### src/rtl/lim_dport_bridge.sv
// Upstream bridge between the core LSU and port B of the LiM racetrack memory.
// Optional watchdog on the memory wait is enabled with LIM_TIMEOUT_EN.
module lim_dport_bridge #(
    parameter int unsigned ADDR_WIDTH     = 17,
    parameter int unsigned MAX_SIZE       = 32768,
    parameter logic [31:0] FUNCT_ADDR     = 32'h0001fffc,
    parameter int unsigned TIMEOUT_CYCLES = 1024
) (
    input  logic                  clk_i,
    input  logic                  rst_ni,
    input  logic                  data_req_i,
    output logic                  data_gnt_o,
    input  logic [31:0]           data_addr_i,
    input  logic                  data_we_i,
    input  logic [3:0]            data_be_i,
    input  logic [31:0]           data_wdata_i,
    output logic                  data_rvalid_o,
    output logic [31:0]           data_rdata_o,
    output logic                  data_err_o,
    output logic                  mem_en_b_o,
    output logic [ADDR_WIDTH-1:0] mem_addr_b_o,
    output logic                  mem_we_b_o,
    output logic [3:0]            mem_be_b_o,
    output logic [31:0]           mem_wdata_b_o,
    output logic                  mem_gnt_b_o,
    input  logic [31:0]           mem_rdata_b_i,
    input  logic                  mem_rvalid_b_i,
    output logic [31:0]           lim_funct_o,
    output logic                  range_o,
    output logic                  busy_o
);

    localparam logic [1:0] ST_IDLE  = 2'd0;
    localparam logic [1:0] ST_ISSUE = 2'd1;
    localparam logic [1:0] ST_WAIT  = 2'd2;
    localparam logic [1:0] ST_RESP  = 2'd3;

    localparam logic [31:0] MAX_SIZE_C = MAX_SIZE;

    logic [1:0]  state_r;
    logic [1:0]  state_nxt_s;
    logic [29:0] addr_r;
    logic        we_r;
    logic [3:0]  be_r;
    logic [31:0] wdata_r;
    logic [31:0] rdata_r;
    logic        err_r;
    logic [31:0] funct_r;
    logic        range_r;

    logic        is_funct_s;
    logic        is_oor_s;
    logic        is_fwrite_s;
    logic        is_normal_s;
    logic        timeout_s;
    logic        rsp_load_s;
    logic [31:0] rsp_data_s;
    logic        rsp_err_s;
    logic        unused_addr_lsb_s;

    // The byte offset never takes part in decoding; lanes are chosen by be.
    assign unused_addr_lsb_s = ^data_addr_i[1:0];

    assign is_funct_s  = (addr_r == FUNCT_ADDR[31:2]);
    assign is_oor_s    = !is_funct_s && ({addr_r, 2'b00} >= MAX_SIZE_C);
    assign is_fwrite_s = is_funct_s && we_r;
    assign is_normal_s = !is_funct_s && !is_oor_s;

    assign data_gnt_o    = (state_r == ST_IDLE) && data_req_i;
    assign mem_en_b_o    = (state_r == ST_ISSUE) && (is_fwrite_s || is_normal_s);
    assign mem_gnt_b_o   = (state_r == ST_ISSUE) && is_fwrite_s;
    assign mem_addr_b_o  = {addr_r[ADDR_WIDTH-3:0], 2'b00};
    assign mem_we_b_o    = we_r;
    assign mem_be_b_o    = be_r;
    assign mem_wdata_b_o = wdata_r;
    assign data_rvalid_o = (state_r == ST_RESP);
    assign data_rdata_o  = rdata_r;
    assign data_err_o    = err_r;
    assign lim_funct_o   = funct_r;
    assign range_o       = range_r;
    assign busy_o        = (state_r != ST_IDLE);

`ifdef LIM_TIMEOUT_EN
    localparam int unsigned CNT_W = $clog2(TIMEOUT_CYCLES + 1);

    logic [CNT_W-1:0] wait_cnt_r;

    // Wait-cycle counter; held at zero outside WAIT so each entry starts fresh
    always_ff @(posedge clk_i or negedge rst_ni) begin
        if (!rst_ni) begin
            wait_cnt_r <= {CNT_W{1'b0}};
        end else if (state_r != ST_WAIT) begin
            wait_cnt_r <= {CNT_W{1'b0}};
        end else begin
            wait_cnt_r <= wait_cnt_r + CNT_W'(1);
        end
    end

    assign timeout_s = (state_r == ST_WAIT) && !mem_rvalid_b_i &&
                       (wait_cnt_r == CNT_W'(TIMEOUT_CYCLES - 1));
`else
    logic [31:0] unused_timeout_s;

    assign unused_timeout_s = TIMEOUT_CYCLES;
    assign timeout_s        = 1'b0;
`endif

    // Next state and the response payload to capture when leaving ISSUE/WAIT
    always_comb begin
        state_nxt_s = state_r;
        rsp_load_s  = 1'b0;
        rsp_data_s  = 32'h0000_0000;
        rsp_err_s   = 1'b0;
        case (state_r)
            ST_IDLE: begin
                if (data_req_i) begin
                    state_nxt_s = ST_ISSUE;
                end else begin
                    state_nxt_s = ST_IDLE;
                end
            end
            ST_ISSUE: begin
                if (is_funct_s) begin
                    state_nxt_s = ST_RESP;
                    rsp_load_s  = 1'b1;
                    rsp_data_s  = we_r ? 32'h0000_0000 : funct_r;
                end else if (is_oor_s) begin
                    state_nxt_s = ST_RESP;
                    rsp_load_s  = 1'b1;
                    rsp_err_s   = 1'b1;
                end else if (mem_rvalid_b_i) begin
                    state_nxt_s = ST_RESP;
                    rsp_load_s  = 1'b1;
                    rsp_data_s  = mem_rdata_b_i;
                end else begin
                    state_nxt_s = ST_WAIT;
                end
            end
            ST_WAIT: begin
                // Range operations only signal completion on their last element.
                if (mem_rvalid_b_i) begin
                    state_nxt_s = ST_RESP;
                    rsp_load_s  = 1'b1;
                    rsp_data_s  = mem_rdata_b_i;
                end else if (timeout_s) begin
                    state_nxt_s = ST_RESP;
                    rsp_load_s  = 1'b1;
                    rsp_err_s   = 1'b1;
                end else begin
                    state_nxt_s = ST_WAIT;
                end
            end
            ST_RESP: begin
                state_nxt_s = ST_IDLE;
            end
            default: begin
                state_nxt_s = ST_IDLE;
            end
        endcase
    end

    // FSM state register
    always_ff @(posedge clk_i or negedge rst_ni) begin
        if (!rst_ni) begin
            state_r <= ST_IDLE;
        end else begin
            state_r <= state_nxt_s;
        end
    end

    // Request latch, loaded only on grant so memory-side outputs stay stable
    always_ff @(posedge clk_i or negedge rst_ni) begin
        if (!rst_ni) begin
            addr_r  <= 30'h0000_0000;
            we_r    <= 1'b0;
            be_r    <= 4'h0;
            wdata_r <= 32'h0000_0000;
        end else if (data_gnt_o) begin
            addr_r  <= data_addr_i[31:2];
            we_r    <= data_we_i;
            be_r    <= data_be_i;
            wdata_r <= data_wdata_i;
        end
    end

    // Response data/error register
    always_ff @(posedge clk_i or negedge rst_ni) begin
        if (!rst_ni) begin
            rdata_r <= 32'h0000_0000;
            err_r   <= 1'b0;
        end else if (rsp_load_s) begin
            rdata_r <= rsp_data_s;
            err_r   <= rsp_err_s;
        end
    end

    // Shadow of the function cell and its derived range flag
    always_ff @(posedge clk_i or negedge rst_ni) begin
        if (!rst_ni) begin
            funct_r <= 32'h0000_0000;
            range_r <= 1'b0;
        end else if ((state_r == ST_ISSUE) && is_fwrite_s) begin
            funct_r <= wdata_r;
            range_r <= (wdata_r[31:8] > 24'd1);
        end
    end

endmodule

### config.mk
export PLATFORM = sky130hd
export DESIGN_NAME = lim_dport_bridge
export DESIGN_NICKNAME = d
export VERILOG_FILES = /design/src/rtl/lim_dport_bridge.sv
export SDC_FILE = /design/constraint.sdc
export NUM_CORES = 1
export LEC_CHECK = 0
export CAP_MARGIN = 30
export CORE_MARGIN = 4
export CORE_UTILIZATION = 44
export CTS_CLUSTER_DIAMETER = 100
export DETAILED_ROUTE_END_ITERATION = 7
export GPL_ROUTABILITY_DRIVEN = 0
export PLACE_DENSITY = 0.8
export SLEW_MARGIN = 20
export SYNTH_ARGS = -nofsm -noshare
export SYNTH_HDL_FRONTEND = slang
export SYNTH_SLANG_ARGS = --single-unit
### constraint.sdc
create_clock -name clk_i -period 2.8 [get_ports clk_i]
set_input_delay 0.42 -clock clk_i [delete_from_list [all_inputs] [get_ports clk_i]]
set_output_delay 0.42 -clock clk_i [all_outputs]
set_load 0.005 [all_outputs]
* After elaboration in Yosys (flattened, before gate mapping)
Cells that the tools add are included.
** Word-level totals
- Bits in registers :: 135
- Input bits :: 105
- Output and inout bits :: 125
- Logic and storage cells :: 43
** Cells by class
- Magnitude comparators :: 2
- Eq/ne operators :: 4
- Multiplexer cells :: 17
- Reductions and logical operators :: 11
** Operator list (number)
- 2-to-1 mux 32 bit :: 4
- case mux 32 bit (2 select lines) :: 1
- >= comparator 32 x 16 -> 1 bit (second input constant) :: 1
- == test 30 x 15 -> 1 bit (second input constant) :: 1
- greater-than comparator 24 x 1 -> 1 bit (second input constant) :: 1
- 2-to-1 mux 1 bit :: 10
- case mux 2 bit (4 select lines) :: 1
- logical AND 1 bit :: 6
- == test 2 bit (second input constant) :: 2
- == test 2 x 1 -> 1 bit (second input constant) :: 1
- logical NOT 1 bit :: 2
- logical NOT 2 bit :: 1
- case mux 1 bit (2 select lines) :: 1
- nonzero test 2 bit :: 1
- logical OR 1 bit :: 1

* Longest topological paths before layout
Gate-level depths: netlist of run 1.
- Depth in word-level cells :: 7
- Gate-level depth with buffers :: 9
- Depth with buffers taken out :: 7

* Least setup slack after synthesis of run 1
OpenSTA, ideal clock, no wires.
- Path kind :: register -> register
- Start point :: register state_r[0]
- End point :: register addr_r[20]
- Data arrival time :: 1825 ps
- Data required time :: 2675 ps
- Setup slack :: 850 ps
- Cell stages (with the launch flop) :: 8
- Cells stage by stage :: dfrtp_1 > inv_1 > ha_1 > and2_1 > clkbuf_1 > buf_1 > buf_2 > mux2_2
** On the way
- Cells in the longest elaborated chain, start to end :: 2
** RTL lines
- start, declared :: RTL line 40 : logic [1:0] state_r;
- start signal, assigned :: RTL line 167 : state_r <= state_nxt_s;
- logical NOT 2 bit :: RTL line 69 : assign data_gnt_o = (state_r == ST_IDLE) && data_req_i;
- logical AND 1 bit :: RTL line 69
- via data_gnt_o :: RTL line 12 : output logic data_gnt_o,
- end signal, assigned :: RTL line 179 : addr_r <= data_addr_i[31:2];
- end, declared :: RTL line 42 : logic [29:0] addr_r;
The timed path passes the listed nets, and every way through them passes these cells.
A chain may end at the register's enable or synchronous reset.

* Worst setup path in the final report of run 1
- Start point :: register addr_r[3]
- End point :: output mem_gnt_b_o
** On the way
- Cells in the longest elaborated chain, start to end :: 3
** RTL lines
- == test 30 x 15 -> 1 bit :: RTL line 64 : assign is_funct_s = (addr_r == FUNCT_ADDR[31:2]);
- logical AND 1 bit :: RTL line 66 : assign is_fwrite_s = is_funct_s && we_r;
- logical AND 1 bit :: RTL line 71 : assign mem_gnt_b_o = (state_r == ST_ISSUE) && is_fwrite_s;
- end, declared :: RTL line 25 : output logic mem_gnt_b_o,
No other way between the ends.

==> summary.txt, run 1 <==
Status
  – Status: finished, final reports clean

Pwr
  – Flop pwr share: 0.376
  – Int Power: 6110 uW
  – Combinational Power Share: 0.384
  – Power per cell area: 994 mW/mm2
  – Lkg Pwr: 0.00365 uW
  – Net Sw Frac: 0.310
  – Maximum vdd drop: 0.698 mV
  – Clock power share: 0.240
  – Switching power: 2750 uW

Setup path
  – CP arrival: 2.23 ns
  – Setup crit end kind: output pin
  – Critical path class: reg2out
  – Critical-path maximum fanout: 4
  – R2r worst-path depth: 8
  – Startpoint types: flop
  – WP data required: 2.38 ns

Routing
  – Pre-antenna DRT Iters: 4
  – Vias: 4,251
  – Final antenna-violating net count: 0
  – DRC: 0
  – Drt wl/cell: 18.7 um
  – Via-per-instance ratio: 5.13
  – Final WL: 15,500 um
  – Iter 0 DRT Violations: 185

Yosys
  – Number of synthesized flops with an enable pin: 0
  – Synth Area per Inst: 14.0 um2
  – Post-synthesis sequential area ratio: 0.562
  – Post-synth top area cell: dfrtp_1
  – Dominant synthesized flop cell: dfrtp_1
  – Distinct cells, synth: 35
  – Synth async-reset ratio: 1.00
  – Synth Cell Area: 0.00601 mm2
  – Synth top area share: 0.562
  – Mapped Cells: 430
  – Main area contributors after synthesis: dfrtp_1, mux2_2, a22oi_2, o21ai_2, nand2_1
  – Number of synthesis warnings: 0
  – Yosys reg bits: 135

GRT
  – First-pass GRT wire length: 25,000 um
  – Grt total ovfl: 0
  – Vias in the first global route: 4,770
  – Largest net degree at the start of global routing: 75
  – Initial antenna violation count: 0
  – Gr usage total: 0.203

Final layout
  – Sequential Area: 0.00338 mm2
  – NumNets Final: 751
  – Most frequent cells in the layout: clkdlybuf4s50_1, dfrtp_1, mux2_2, nand2_1
  – Antenna cells: 0
  – Area growth syn-to-layout: 48.2%
  – Layout cells sized above 1: 0.314
  – Fill cell count: 947
  – Multi-input logic area: 0.00236 mm2
  – Final instance area: 0.00891 mm2
  – Most common cell after layout, fill and taps aside: clkdlybuf4s50_1
  – Fin cells: 829

Floorplanning
  – Core Region: 0.0133 mm2
  – Row count: 42
  – Die area: 0.0156 mm2
  – Starting Density: 0.452
  – Die width: 125 um
  – Ports: 230
  – Vert. Die Dim: 125 um

STA
  – Clock skew: 0.00999 ns
  – Final hold violation count: 0
  – Max Clock Freq: 378 MHz
  – Final Max Slew Viols: 0
  – Slew headroom: 0.545
  – # setup viols final: 0
  – RSZ-0062 raised after global routing: false
  – Setup tns final: 0 ns
  – Crit share post-route: 0.946
  – Worst Tran Pin Value: 0.682 ns
  – Min cycle time layout: 2.65 ns

Clocking
  – Total clock sinks: 135
  – Clk root buf: clkbuf_16
  – Clk_lat worst skew: 0.41 ns
  – CTS H-tree depth: 4
  – Bufs on Longest Clock Path: 2
  – CTS buffer count: 17
  – CTS tree: yes
  – Post-CTS Hold Buffers: 0
  – Clock transition at path regs: 0.05 ns

Worst hold path
  – Hold Crit Class: in2async

Place
  – Placed cell count: 797
  – Placed Instance Area: 0.00830 mm2
  – PortBufs: 225
  – Hpwl dp: 11,300 um

Job
  – Maxcap violations: 0
==> through the flow <==
stage               hold slack (ns)  worst slack, ns  power [uW]  utilization
floorplan                     0.124            0.850        4980            -
finish                       0.0256            0.151        8850        0.670
global route                 0.0625          0.00898        9380        0.670
detailed placement            0.465            0.414        6770        0.625
global placement              0.458            0.478        6640        0.625
CTS                          0.0397         0.000521        8960        0.669
==> flip-flops by register name, indices dropped and copies added, names as in the netlist <==
| signal | flops |
|---|---|
| data_rdata_o | 32 |
| lim_funct_o | 32 |
| mem_wdata_b_o | 32 |
| addr_r | 30 |
| mem_be_b_o | 4 |
| state_r | 2 |
| data_err_o | 1 |
| mem_we_b_o | 1 |
| range_o | 1 |
==> timing repair <==
item,CTS,global route
cloned,0,0
endpoints found under the hold margin,0,0
resized for setup,2,3
endpoints found under the setup margin,2,2
pin swaps,1,0
setup buffers,1,0
==> area by class of cell <==
class / instances / share of cell area
repair buffers: 232 / 0.266
multi-input cells: 251 / 0.265
well taps: 176 / 0.0247
clock inverters: 8 / 0.0111
inverters: 4 / 0.00169
flip-flops and latches: 135 / 0.379
clock buffers: 23 / 0.0525
==> cells in the mapped netlist, types with 3 or more instances <==
cell / count
dfrtp_1: 135
mux2_2: 97
nand2_1: 41
a22oi_2: 30
o21ai_2: 30
buf_4: 18
buf_6: 10
nand4_1: 7
nor4_1: 7
buf_1: 5
buf_2: 5
ha_1: 5
inv_1: 4
nor2_1: 4
nor4_2: 3
o21ai_0: 3
o21ai_1: 3
==> power groups by stage <==
| stage | clock network [uW] | logic, uW | registers [uW] |
|---|---|---|---|
| global route | 2280 | 3660 | 3440 |
| floorplan | 0 | 1740 | 3250 |
| finish | 2130 | 3400 | 3330 |
| detailed placement | 0 | 3420 | 3350 |
| global placement | 0 | 3350 | 3290 |
| CTS | 2180 | 3450 | 3330 |
==> critical path, stage by stage, from the launching register on <==
cell and delay, ns:
dfrtp_1 0.41, nand4_1 0.17, nor4_2 0.49, and3_1 0.23, clkdlybuf4s50_1 0.52
==> per-layer routing <==
| metal | global-route usage | share of wire | vias to the layer above | routed length (um) |
|---|---|---|---|---|
| li1 | - | - | 1979 | - |
| met1 | 0.220 | 0.37 | 2093 | 5780 |
| met3 | 0.0901 | 0.087 | 26 | 1360 |
| met4 | 0.0791 | 0.023 | 0 | 361 |
| met5 | 0 | 0 | - | 0 |
| met2 | 0.350 | 0.52 | 153 | 8030 |
==> logic make-up after synthesis <==
logic type      share of synthesized area
simple gates                       0.0664
other cells                      0.000624
compound gates                      0.122
flops                               0.562
mux                                 0.185
fa+ha+maj                          0.0104
buf+inv                            0.0533
==> worst paths after layout <==
| kind | from | endpoint | slack, ns |
|---|---|---|---|
| hold reg to reg | data_rdata_o[12]$_DFFE_PN0P_ | data_rdata_o[12]$_DFFE_PN0P_ | 0.47 |
| min in group clk_i | data_rdata_o[12]$_DFFE_PN0P_ | data_rdata_o[12]$_DFFE_PN0P_ | 0.47 |
| setup / recovery | addr_r[3]$_DFFE_PN0P_ | mem_gnt_b_o | 0.15 |
| hold / removal | rst_ni | addr_r[20]$_DFFE_PN0P_ | 0.03 |
| setup reg to reg | state_r[0]$_DFF_PN0_ | data_rdata_o[20]$_DFFE_PN0P_ | 0.79 |
| max in group asynchronous | rst_ni | addr_r[1]$_DFFE_PN0P_ | 1.96 |
No activity file was read; power rests on OpenSTA's default activity.
==> run 2, diff against run 1 <==
--- a/config.mk
+++ b/config.mk
@@ -10,7 +10,6 @@
 export CORE_UTILIZATION = 44
 export CTS_CLUSTER_DIAMETER = 100
 export DETAILED_ROUTE_END_ITERATION = 7
-export GPL_ROUTABILITY_DRIVEN = 0
 export PLACE_DENSITY = 0.8
 export SLEW_MARGIN = 20
 export SYNTH_ARGS = -nofsm -noshare
==> results of run 2 <==
Same layout as run 1: the final DEF is identical, and so are final timing and power.
==> run 3, diff against run 2 <==
--- a/config.mk
+++ b/config.mk
@@ -9,6 +9,7 @@
 export CORE_MARGIN = 4
 export CORE_UTILIZATION = 44
 export CTS_CLUSTER_DIAMETER = 100
+export CTS_CLUSTER_SIZE = 40
 export DETAILED_ROUTE_END_ITERATION = 7
 export PLACE_DENSITY = 0.8
 export SLEW_MARGIN = 20
==> results of run 3 <==
Same layout as run 1: the final DEF is identical, and so are final timing and power.
